$ cat config.mk
export PLATFORM = sky130hd
export DESIGN_NAME = led_display_poller_flat
export DESIGN_NICKNAME = d
export VERILOG_FILES = /design/src/rtl/led_display_pkg.sv /design/src/rtl/led_display_poller_if.sv /design/src/rtl/led_frame_buffer.sv /design/src/rtl/led_display_poller.sv /design/src/flat_wrapper.sv
export SDC_FILE = /design/constraint.sdc
export NUM_CORES = 1
export LEC_CHECK = 0
export ABC_AREA = 1
export BUFFER_PORTS_ARGS = -buffer_cell sky130_fd_sc_hd__buf_2
export CORE_UTILIZATION = 30
export DETAILED_ROUTE_END_ITERATION = 7
export GPL_ROUTABILITY_DRIVEN = 0
export GPL_TIMING_DRIVEN = 0
export SYNTH_ARGS = -nofsm -noshare
export SYNTH_HDL_FRONTEND = slang
export SYNTH_SLANG_ARGS = --single-unit
$ cat constraint.sdc
create_clock -name clk -period 18.2 [get_ports clk]
set_input_delay 0.91 -clock clk [delete_from_list [all_inputs] [get_ports clk]]
set_output_delay 0.91 -clock clk [all_outputs]
set_load 0.005 [all_outputs]
$ cat src/rtl/led_display_pkg.sv
// ---------------------------------------------------------------------------
// led_display_pkg
// Purpose : Shared constants and types for the LED-display poller. This
//           covers the digit and key register counts, the slave address
//           offset of digit 0, the AXI burst and response encodings, and the
//           poller FSM state enum.
// Ports   : none (package).
// ---------------------------------------------------------------------------
package led_display_pkg;

  localparam int DIGIT_COUNT = 32;
  localparam int KEY_COUNT   = 6;

  // Word offset of digit 0 relative to the configured base address.
  localparam logic [31:0] DIGIT_OFFSET = 32'd0;

  localparam logic [1:0] AXI_BURST_INCR = 2'b01;
  localparam logic [1:0] AXI_RESP_OKAY  = 2'b00;

  typedef enum logic [2:0] {
    ST_IDLE,
    ST_ADDR,
    ST_DATA,
    ST_COMMIT,
    ST_WAIT
  } poll_state_t;

endpackage

$ cat src/rtl/led_display_poller_if.sv
// ---------------------------------------------------------------------------
// led_display_poller_if
// Purpose : AXI read-channel bundle (AR + R) between the poller (master) and
//           the interconnect or capture slave (slave).
// Signals : AR  - MASTER_RD_ADDR_ID/ADDR/LEN/BURST/VALID/READY
//           R   - MASTER_RD_BACK_ID, MASTER_RD_DATA, MASTER_RD_DATA_RESP,
//                 MASTER_RD_DATA_LAST, MASTER_RD_DATA_VALID,
//                 MASTER_RD_DATA_READY
// ---------------------------------------------------------------------------
interface led_display_poller_if;

  logic [3:0]  MASTER_RD_ADDR_ID;
  logic [31:0] MASTER_RD_ADDR;
  logic [7:0]  MASTER_RD_ADDR_LEN;
  logic [1:0]  MASTER_RD_ADDR_BURST;
  logic        MASTER_RD_ADDR_VALID;
  logic        MASTER_RD_ADDR_READY;
  logic [3:0]  MASTER_RD_BACK_ID;
  logic [31:0] MASTER_RD_DATA;
  logic [1:0]  MASTER_RD_DATA_RESP;
  logic        MASTER_RD_DATA_LAST;
  logic        MASTER_RD_DATA_VALID;
  logic        MASTER_RD_DATA_READY;

  modport master (
    output MASTER_RD_ADDR_ID, MASTER_RD_ADDR, MASTER_RD_ADDR_LEN,
           MASTER_RD_ADDR_BURST, MASTER_RD_ADDR_VALID, MASTER_RD_DATA_READY,
    input  MASTER_RD_ADDR_READY, MASTER_RD_BACK_ID, MASTER_RD_DATA,
           MASTER_RD_DATA_RESP, MASTER_RD_DATA_LAST, MASTER_RD_DATA_VALID
  );

  modport slave (
    input  MASTER_RD_ADDR_ID, MASTER_RD_ADDR, MASTER_RD_ADDR_LEN,
           MASTER_RD_ADDR_BURST, MASTER_RD_ADDR_VALID, MASTER_RD_DATA_READY,
    output MASTER_RD_ADDR_READY, MASTER_RD_BACK_ID, MASTER_RD_DATA,
           MASTER_RD_DATA_RESP, MASTER_RD_DATA_LAST, MASTER_RD_DATA_VALID
  );

endinterface

$ cat src/rtl/led_frame_buffer.sv
// ---------------------------------------------------------------------------
// led_frame_buffer
// Purpose : Double buffer for the 32 digit segment bytes. Beats land in
//           shadow as they arrive. A commit copies the whole shadow into snap
//           in one edge, so readers never see a mix of two frames.
// Ports   : clk, rst      - clock, async active-high reset (clears both)
//           wr_en/idx/data - shadow write from the current beat
//           commit         - copy shadow -> snap
//           rd_addr/rd_data- combinational read of snap
//           differs        - shadow and snap currently disagree
// ---------------------------------------------------------------------------
module led_frame_buffer
  import led_display_pkg::*;
(
  input  logic       clk,
  input  logic       rst,
  input  logic       wr_en,
  input  logic [4:0] wr_idx,
  input  logic [7:0] wr_data,
  input  logic       commit,
  input  logic [4:0] rd_addr,
  output logic [7:0] rd_data,
  output logic       differs
);

  logic [7:0] shadow [DIGIT_COUNT];
  logic [7:0] snap   [DIGIT_COUNT];

  always_ff @(posedge clk or posedge rst) begin
    if (rst) begin
      for (int i = 0; i < DIGIT_COUNT; i++) begin
        shadow[i] <= 8'h00;
        snap[i]   <= 8'h00;
      end
    end else begin
      if (wr_en) begin
        shadow[wr_idx] <= wr_data;
      end
      if (commit) begin
        for (int i = 0; i < DIGIT_COUNT; i++) begin
          snap[i] <= shadow[i];
        end
      end
    end
  end

  // Evaluated while the FSM sits in COMMIT. No beat writes shadow then, so
  // the comparison reflects exactly the frame about to be committed.
  always_comb begin
    differs = 1'b0;
    for (int i = 0; i < DIGIT_COUNT; i++) begin
      if (shadow[i] != snap[i]) begin
        differs = 1'b1;
      end
    end
  end

  assign rd_data = snap[rd_addr];

endmodule

$ cat src/rtl/led_display_poller.sv
// ---------------------------------------------------------------------------
// led_display_poller
// Purpose : AXI read master that periodically bursts the 32 digit registers
//           of the LED-display capture slave. It validates every beat and
//           commits only clean frames into a snapshot that the status logic
//           reads at random.
// Ports   : clk, rst            - clock, async active-high reset
//           poll_en             - allow new frames (sampled in IDLE)
//           axi                 - AXI read master (AR + R channels)
//           snap_addr/snap_data - combinational snapshot read port
//           frame_done          - 1-cycle pulse after a clean commit
//           frame_changed       - valid with frame_done; frame differed
//           frame_err           - sticky bad-frame flag
//           key_state           - committed key bits (key capture only)
// Config  : LED_DISPLAY_POLLER_KEY_EN - extends the burst by 6 key beats and
//           adds the key_state output.
// ---------------------------------------------------------------------------
module led_display_poller
  import led_display_pkg::*;
#(
  parameter int          POLL_INTERVAL = 50000,
  parameter logic [3:0]  AXI_ID        = 4'd0,
  parameter logic [31:0] BASE_ADDR     = 32'h0
) (
  input  logic                 clk,
  input  logic                 rst,
  input  logic                 poll_en,
  led_display_poller_if.master axi,
  input  logic [4:0]           snap_addr,
  output logic [7:0]           snap_data,
  output logic                 frame_done,
  output logic                 frame_changed,
`ifdef LED_DISPLAY_POLLER_KEY_EN
  output logic [5:0]           key_state,
`endif
  output logic                 frame_err
);

`ifdef LED_DISPLAY_POLLER_KEY_EN
  localparam logic [5:0] LAST_BEAT = 6'(DIGIT_COUNT + KEY_COUNT - 1);
`else
  localparam logic [5:0] LAST_BEAT = 6'(DIGIT_COUNT - 1);
`endif

  poll_state_t state;
  logic        ar_valid_q;
  logic        r_ready_q;
  logic [5:0]  beat_cnt;
  logic        frame_bad;
  logic [31:0] wait_cnt;

  logic        beat_fire;
  logic        is_digit;
  logic        beat_err;
  logic        shadow_we;
  logic        commit;
  logic        differs;
  logic        unused_bits;

  assign axi.MASTER_RD_ADDR_ID    = AXI_ID;
  assign axi.MASTER_RD_ADDR       = BASE_ADDR + DIGIT_OFFSET;
  assign axi.MASTER_RD_ADDR_LEN   = {2'b00, LAST_BEAT};
  assign axi.MASTER_RD_ADDR_BURST = AXI_BURST_INCR;
  assign axi.MASTER_RD_ADDR_VALID = ar_valid_q;
  assign axi.MASTER_RD_DATA_READY = r_ready_q;

  assign unused_bits = ^axi.MASTER_RD_DATA[31:16];

  assign beat_fire = (state == ST_DATA) && axi.MASTER_RD_DATA_VALID && r_ready_q;
  assign is_digit  = beat_cnt < 6'(DIGIT_COUNT);

  // A beat is bad for any of four reasons: the response is not OKAY, the ID
  // is foreign, a digit beat carries the wrong index, or LAST disagrees with
  // our own count (early, missing, or the slave ran past the burst).
  assign beat_err = (axi.MASTER_RD_DATA_RESP != AXI_RESP_OKAY)
                 || (axi.MASTER_RD_BACK_ID != AXI_ID)
                 || (is_digit && (axi.MASTER_RD_DATA[15:8] != {2'b00, beat_cnt}))
                 || (axi.MASTER_RD_DATA_LAST != (beat_cnt == LAST_BEAT))
                 || (beat_cnt > LAST_BEAT);

  assign shadow_we = beat_fire && is_digit;
  assign commit    = (state == ST_COMMIT) && !frame_bad;

  led_frame_buffer u_frame_buffer (
    .clk     (clk),
    .rst     (rst),
    .wr_en   (shadow_we),
    .wr_idx  (beat_cnt[4:0]),
    .wr_data (axi.MASTER_RD_DATA[7:0]),
    .commit  (commit),
    .rd_addr (snap_addr),
    .rd_data (snap_data),
    .differs (differs)
  );

`ifdef LED_DISPLAY_POLLER_KEY_EN
  logic [5:0] key_shadow;
  logic [5:0] key_idx;

  assign key_idx = beat_cnt - 6'(DIGIT_COUNT);

  // Key beats follow the digits. Only bit 0 matters, and the bits are held
  // back until the frame commits, just like the digit bytes.
  always_ff @(posedge clk or posedge rst) begin
    if (rst) begin
      key_shadow <= 6'd0;
      key_state  <= 6'd0;
    end else begin
      if (beat_fire && !is_digit && (beat_cnt <= LAST_BEAT)) begin
        key_shadow[key_idx[2:0]] <= axi.MASTER_RD_DATA[0];
      end
      if (commit) begin
        key_state <= key_shadow;
      end
    end
  end
`endif

  // Frame sequencer: IDLE -> ADDR -> DATA -> COMMIT -> WAIT -> IDLE.
  // Once AR is accepted, the burst always drains, whatever poll_en does.
  always_ff @(posedge clk or posedge rst) begin
    if (rst) begin
      state         <= ST_IDLE;
      ar_valid_q    <= 1'b0;
      r_ready_q     <= 1'b0;
      beat_cnt      <= 6'd0;
      frame_bad     <= 1'b0;
      wait_cnt      <= 32'd0;
      frame_done    <= 1'b0;
      frame_changed <= 1'b0;
      frame_err     <= 1'b0;
    end else begin
      frame_done    <= 1'b0;
      frame_changed <= 1'b0;
      case (state)
        ST_IDLE: begin
          if (poll_en) begin
            ar_valid_q <= 1'b1;
            state      <= ST_ADDR;
          end
        end
        ST_ADDR: begin
          if (ar_valid_q && axi.MASTER_RD_ADDR_READY) begin
            ar_valid_q <= 1'b0;
            r_ready_q  <= 1'b1;
            beat_cnt   <= 6'd0;
            frame_bad  <= 1'b0;
            state      <= ST_DATA;
          end
        end
        ST_DATA: begin
          if (beat_fire) begin
            if (beat_cnt != 6'h3F) begin
              beat_cnt <= beat_cnt + 6'd1;
            end
            if (beat_err) begin
              frame_bad <= 1'b1;
            end
            if (axi.MASTER_RD_DATA_LAST) begin
              r_ready_q <= 1'b0;
              state     <= ST_COMMIT;
            end
          end
        end
        ST_COMMIT: begin
          if (!frame_bad) begin
            frame_done    <= 1'b1;
            frame_changed <= differs;
            frame_err     <= 1'b0;
          end else begin
            frame_err <= 1'b1;
          end
          wait_cnt <= 32'(POLL_INTERVAL);
          state    <= ST_WAIT;
        end
        ST_WAIT: begin
          if (wait_cnt <= 32'd1) begin
            state <= ST_IDLE;
          end else begin
            wait_cnt <= wait_cnt - 32'd1;
          end
        end
        default: begin
          state <= ST_IDLE;
        end
      endcase
    end
  end

endmodule

$ cat src/flat_wrapper.sv
// flat-port wrapper written by rule: the top's interface ports become plain ports
module led_display_poller_flat import led_display_pkg::*;
#(
  parameter int          POLL_INTERVAL = 50000,
  parameter logic [3:0]  AXI_ID        = 4'd0,
  parameter logic [31:0] BASE_ADDR     = 32'h0
)
  (clk, rst, poll_en, snap_addr, snap_data, frame_done, frame_changed, frame_err, axi_MASTER_RD_ADDR_ID, axi_MASTER_RD_ADDR, axi_MASTER_RD_ADDR_LEN, axi_MASTER_RD_ADDR_BURST, axi_MASTER_RD_ADDR_VALID, axi_MASTER_RD_DATA_READY, axi_MASTER_RD_ADDR_READY, axi_MASTER_RD_BACK_ID, axi_MASTER_RD_DATA, axi_MASTER_RD_DATA_RESP, axi_MASTER_RD_DATA_LAST, axi_MASTER_RD_DATA_VALID);
  led_display_poller_if axi_i ();
  input  logic clk;
  input  logic rst;
  input  logic poll_en;
  input  logic [4:0] snap_addr;
  output logic [7:0] snap_data;
  output logic frame_done;
  output logic frame_changed;
  output logic frame_err;
  output wire logic [$bits(axi_i.MASTER_RD_ADDR_ID)-1:0] axi_MASTER_RD_ADDR_ID;
  output wire logic [$bits(axi_i.MASTER_RD_ADDR)-1:0] axi_MASTER_RD_ADDR;
  output wire logic [$bits(axi_i.MASTER_RD_ADDR_LEN)-1:0] axi_MASTER_RD_ADDR_LEN;
  output wire logic [$bits(axi_i.MASTER_RD_ADDR_BURST)-1:0] axi_MASTER_RD_ADDR_BURST;
  output wire logic [$bits(axi_i.MASTER_RD_ADDR_VALID)-1:0] axi_MASTER_RD_ADDR_VALID;
  output wire logic [$bits(axi_i.MASTER_RD_DATA_READY)-1:0] axi_MASTER_RD_DATA_READY;
  input wire logic [$bits(axi_i.MASTER_RD_ADDR_READY)-1:0] axi_MASTER_RD_ADDR_READY;
  input wire logic [$bits(axi_i.MASTER_RD_BACK_ID)-1:0] axi_MASTER_RD_BACK_ID;
  input wire logic [$bits(axi_i.MASTER_RD_DATA)-1:0] axi_MASTER_RD_DATA;
  input wire logic [$bits(axi_i.MASTER_RD_DATA_RESP)-1:0] axi_MASTER_RD_DATA_RESP;
  input wire logic [$bits(axi_i.MASTER_RD_DATA_LAST)-1:0] axi_MASTER_RD_DATA_LAST;
  input wire logic [$bits(axi_i.MASTER_RD_DATA_VALID)-1:0] axi_MASTER_RD_DATA_VALID;
  assign axi_MASTER_RD_ADDR_ID = axi_i.MASTER_RD_ADDR_ID;
  assign axi_MASTER_RD_ADDR = axi_i.MASTER_RD_ADDR;
  assign axi_MASTER_RD_ADDR_LEN = axi_i.MASTER_RD_ADDR_LEN;
  assign axi_MASTER_RD_ADDR_BURST = axi_i.MASTER_RD_ADDR_BURST;
  assign axi_MASTER_RD_ADDR_VALID = axi_i.MASTER_RD_ADDR_VALID;
  assign axi_MASTER_RD_DATA_READY = axi_i.MASTER_RD_DATA_READY;
  assign axi_i.MASTER_RD_ADDR_READY = axi_MASTER_RD_ADDR_READY;
  assign axi_i.MASTER_RD_BACK_ID = axi_MASTER_RD_BACK_ID;
  assign axi_i.MASTER_RD_DATA = axi_MASTER_RD_DATA;
  assign axi_i.MASTER_RD_DATA_RESP = axi_MASTER_RD_DATA_RESP;
  assign axi_i.MASTER_RD_DATA_LAST = axi_MASTER_RD_DATA_LAST;
  assign axi_i.MASTER_RD_DATA_VALID = axi_MASTER_RD_DATA_VALID;
  led_display_poller #(.POLL_INTERVAL(POLL_INTERVAL), .AXI_ID(AXI_ID), .BASE_ADDR(BASE_ADDR)) u_core (.clk(clk), .rst(rst), .poll_en(poll_en), .axi(axi_i), .snap_addr(snap_addr), .snap_data(snap_data), .frame_done(frame_done), .frame_changed(frame_changed), .frame_err(frame_err));
endmodule
[Yosys cells after proc, flatten, opt, wreduce, memory -nomap -nowiden]
Index checks and enable logic that the tools add are counted.
Widths: inputs -> output; s select.
Word-level totals
  output and inout port bits: 59
  bits in registers: 559
Operators by class
  add/subtract/negate cells: 2
  order comparisons: 6
  bitwise logic cells: 2
  reductions and logical operators: 24
  multiplexer cells: 65
  equality and inequality tests: 48
Operator list (number)
  $bwmux 256: 1
  $ne 8x8->1: 32
  $pmux 32 s2: 1
  $mux 1: 44
  $bmux 8 s5: 1
  $demux 8 s5: 1
  $le 32x1->1 const B: 1
  $mux 32: 1
  $sub 32x1->32 const B: 1
  $mux 8: 3
  $mux 6: 3
  $mux 3: 5
  $pmux 3 s5: 1
  $ge 6x6->1 const B: 2
  $not 5->6: 2
  $pmux 6 s2: 1
  $reduce_and 4->1: 3
  $ne 2x1->1 const B: 4
  $ne 2x2->1 const B: 4
  $ne 8x6->1: 1
  $reduce_bool 2->1: 4
  $logic_and 1x1->1: 7
  $add 6x1->6 const B: 1
  $eq 3x2->1 const B: 2
  other kinds (16): 21

[Logic depth before layout (Yosys ltp)]
  depth after elaboration: 35
  gate-level depth with buffers: 13
  gate-level depth less buffers: 13

[By module]
From an unflattened synthesis, not the netlist that was laid out.
Unflattened totals
  cells, all modules: 3863
  area, all modules: 28904.0 um^2
By module, submodules not included
  led_frame_buffer: area each 25371.8 um^2, times used 1, cells an instance 3336
  led_display_poller: area each 3532.1 um^2, times used 1, cells an instance 527

[Worst setup path before layout]
Ideal clock, no wire load.
  path kind: input -> output
  start: input port snap_addr[0]
  end: output port snap_data[1]
  required time: 17290 ps
  stages on the path: 8
  setup slack: 15148 ps
  arrival: 2142 ps
  path through: buf_2 clkinv_1 clkbuf_1 clkbuf_1 o21ai_0 o211ai_1 nand3_1 a21oi_1
Between the ends
  word-level cells in the longest chain between the ends: 4
Ends and longest elaborated chain
  from (decl): RTL line flat_wrapper.sv:13  | input logic [4:0] snap_addr;
  $not 5->6 (implied by the code): RTL line led_frame_buffer.sv:58  | assign rd_data = snap[rd_addr];
  $bmux 8 s5: RTL line led_frame_buffer.sv:58
  $mux 8 (implied by the code) (2 in a row): RTL line led_frame_buffer.sv:58
  to (decl): RTL line flat_wrapper.sv:14  | output logic [7:0] snap_data;
Every way passes these cells. The select of a mux whose other input is x is not followed.

[Final worst setup path]
  start: input port snap_addr[0]
  end: output port snap_data[7]
The elaborated chain is that of the path after synthesis.

==> run_results.csv <==
group,metric,value,unit
routing,drtPass1Iterations,6,
sta,clock_skew,42.3,ps
sta,maxSlewViolCount,0,
clock_network,numCtsBuffers,66,
final_layout,layout_common_cells,"1,346 x nand2_1, 559 x dfrtp_1, 404 x o21ai_0",
routing,drc,0,
logic_synthesis,ys_types,46,
setup_path,crit_type,"in -> out",
job,drv_cap,0,
global_route,track_usage,23.8,%
clock_network,holdBufCountCts,0,
setup_path,crit_path_end,"snap_data[7]",
clock_network,cts_tree,"built",
routing,vias,26586,
floorplanning,num_rows,113,
sta,finalHoldViolCount,0,
global_route,grt_pass1_vias,24307,
setup_path,r2r_cells,10,
logic_synthesis,synth_flop_cell,"dfrtp_1",
logic_synthesis,synth.avg_cell_area,7.82,um2
sta,period_needed,4920,ps
final_layout,final_core_util,35.0,%
min_path,min_path_type,"in -> async",
setup_path,timing.critical_path.required,17290,ps
sta,finalSetupTns,0,ps
clock_network,cts_root_buf,"clkbuf_16",
clock_network,post-cts-setup-buffer-count,0,
sta,min_period_over_period,27.0,%
setup_path,crit_path_start,"snap_addr[0]",
logic_synthesis,ys_async_sr_fraction,100,%
final_layout,fin_nets,3908,
logic_synthesis,yosys_warnings,0,
floorplanning,die-area,0.0975,mm2
power_and_ir_drop,cellLeakagePower,16.2,nW
placed_design,place_inst,5050,
logic_synthesis,synth_cells,3695,
global_route,grt-ovfl-total,0,
setup_path,r2r_start,"u_core.u_frame_buffer.shadow[145]$_DFFE_PP0P_",
routing,wl_per_cell,22.7,um
setup_path,worstPathArrival,4010,ps
global_route,grt_max_degree,124,
routing,drt_iter0_markers,3885,
clock_network,cts_buffer_depth,3,
run_status,outcome,"completed",
sta,max_slew_margin,12.9,%
global_route,grt_first_pass_wirelength,169,mm
clock_network,htreeDepth,3,
sta,grt_setup_unrepaired,"no",
routing,via_per_inst,5.14,
clock_network,ctsResizeCount,0,
final_layout,drive_gt1_share,10.7,%
logic_synthesis,ys_seq_elements,559,
sta,worstMarginPinSlew,1310,ps
routing,drtAntennaViolNets,0,
logic_synthesis,synth_edf_count,0,
floorplanning,coreArea,0.0952,mm2
final_layout,stdcell_area,0.0333,mm2
floorplanning,num_io_pins,108,
power_and_ir_drop,ir_worst_vdd,0.0535,mV
logic_synthesis,synth-seq-area-share,48.4,%
sta,fmax,203,MHz
setup_path,cp-start-kind,"input pin",
floorplanning,die_y,312,um
final_layout,final_common_cell,"nand2_1",
clock_network,cts_sinks,559,
clock_network,clk_latency,650,ps
routing,drt_wl_total,118,mm
sta,setup-violations-final,0,
sta,hold_ws,313,ps
logic_synthesis,netlist_area,0.0289,mm2
final_layout,finalNonFillerCells,5170,
floorplanning,initial_core_util,30.3,%
setup_path,r2r_setup_slack,15400,ps
setup_path,rr_endpoint,"u_core.frame_changed$_DFF_PP0_",
placed_design,place_area,0.0310,mm2
global_route,antenna_found_initial,3,
clock_network,clkTransAtPathRegs,60,ps
setup_path,cp-end-kind,"output pin",
power_and_ir_drop,powerDensity,84.3,mW/mm2
placed_design,portBuffers,41,
setup_path,cp_max_fo,10,
placed_design,hpwl,85.1,mm
floorplanning,die-width,312,um
final_layout,syn_to_final_growth,15.2,%
==> worst max-delay path, cell delays in order <==
cell,delay [ps]
buf_2,140
clkbuf_1,510
clkbuf_1,890
o21ai_0,500
o221ai_1,440
a31oi_1,160
a21oi_1,290
buf_2,170
==> metal layers <==
layer | vias to the layer above | global-route usage, % | wire [um]
met4 | 6 | 14.7 | 7990
met3 | 375 | 8.01 | 14300
met2 | 1560 | 33.6 | 48400
li1 | 11926 | - | -
met5 | - | 0 | 43
met1 | 12719 | 31.1 | 46700
==> power breakdown <==
group	internal, mW	total (mW)	switching [mW]	leakage (nW)
Clock	0.854	1.42	0.567	1.13
Sequential	1.24	1.24	0	7.78
Combinational	0.0292	0.142	0.113	7.33
==> synth_stat cells, types with 3 or more instances <==
master / instances / area share, %
a211oi_1: 3 / 0.078
a21oi_1: 74 / 1.3
a31oi_1: 8 / 0.17
buf_2: 43 / 0.75
buf_4: 65 / 1.7
buf_6: 27 / 1.1
clkbuf_1: 79 / 1.0
dfrtp_1: 559 / 48
ha_1: 6 / 0.26
inv_1: 313 / 4.1
inv_2: 6 / 0.078
nand2_1: 1346 / 17
nand2_2: 22 / 0.48
nand2_4: 11 / 0.43
nand3_1: 44 / 0.76
nand3b_1: 4 / 0.10
nand4_1: 42 / 0.91
nor2_1: 252 / 3.3
nor2_2: 5 / 0.11
nor2_8: 4 / 0.28
nor3_1: 9 / 0.16
nor3_4: 5 / 0.28
nor3b_1: 3 / 0.078
o211ai_1: 21 / 0.55
o21ai_0: 404 / 7.0
o21ai_1: 76 / 1.3
o21ai_2: 65 / 2.0
o221ai_1: 21 / 0.64
o22ai_1: 4 / 0.087
or2_2: 4 / 0.087
xnor2_1: 147 / 4.5
xor2_1: 4 / 0.12
==> how the worst min path moves through the flow <==
stage / end / slack [ps] / depth (start not counted)
after floorplan: u_core.u_frame_buffer.shadow[149]$_DFFE_PP0P_ / 450 / 2
after global placement: u_core.u_frame_buffer.shadow[149]$_DFFE_PP0P_ / 480 / 2
after detailed placement: u_core.u_frame_buffer.shadow[149]$_DFFE_PP0P_ / 480 / 2
after CTS: u_core.u_frame_buffer.snap[204]$_DFFE_PP0P_ / 360 / 2
after global routing: u_core.u_frame_buffer.shadow[192]$_DFFE_PP0P_ / 360 / 2
final: u_core.u_frame_buffer.snap[196]$_DFFE_PP0P_ / 310 / 2
==> logic make-up (layout without fill, tap and decap cells) <==
family	Yosys count	in the layout	share of synthesized area [%]
other	2	50	0.0260
adders and majority gates	6	6	0.260
and+or+nand+nor	1759	1759	24.7
xor gates and xnor gates	151	151	4.58
AOI/OAI and AO/OA	681	681	13.2
DFF	559	559	48.4
buffers and inverters	537	699	8.72
==> cell type report <==
cell class | count | area, um2
flip-flops and latches | 559 | 14000
well taps | 1265 | 1580
fillers | 9891 | 61900
plain buffers | 216 | 1310
clock buffers | 95 | 2020
repair buffers | 46 | 343
inverters | 321 | 1210
diodes | 4 | 10.0
clock inverters | 21 | 275
multi-input cells | 2643 | 12500
==> per-stage QoR <==
| stage | setup slack, ps | power (mW) |
|---|---|---|
| floorplan | 1660 | 1.34 |
| global placement | -5790 | 1.40 |
| detailed placement | 13500 | 1.40 |
| CTS | 13490 | 2.80 |
| global route | 13420 | 2.86 |
| finish | 13280 | 2.81 |
==> sequential cells by signal, summed over array words and instances, names as in the netlist, 3 cells and up <==
signal and cells:
u_core.beat_cnt 6, u_core.wait_cnt 32, u_core.u_frame_buffer.snap 256, u_core.state 3, u_core.u_frame_buffer.shadow 256
No activity file was read; power rests on OpenSTA's default activity.
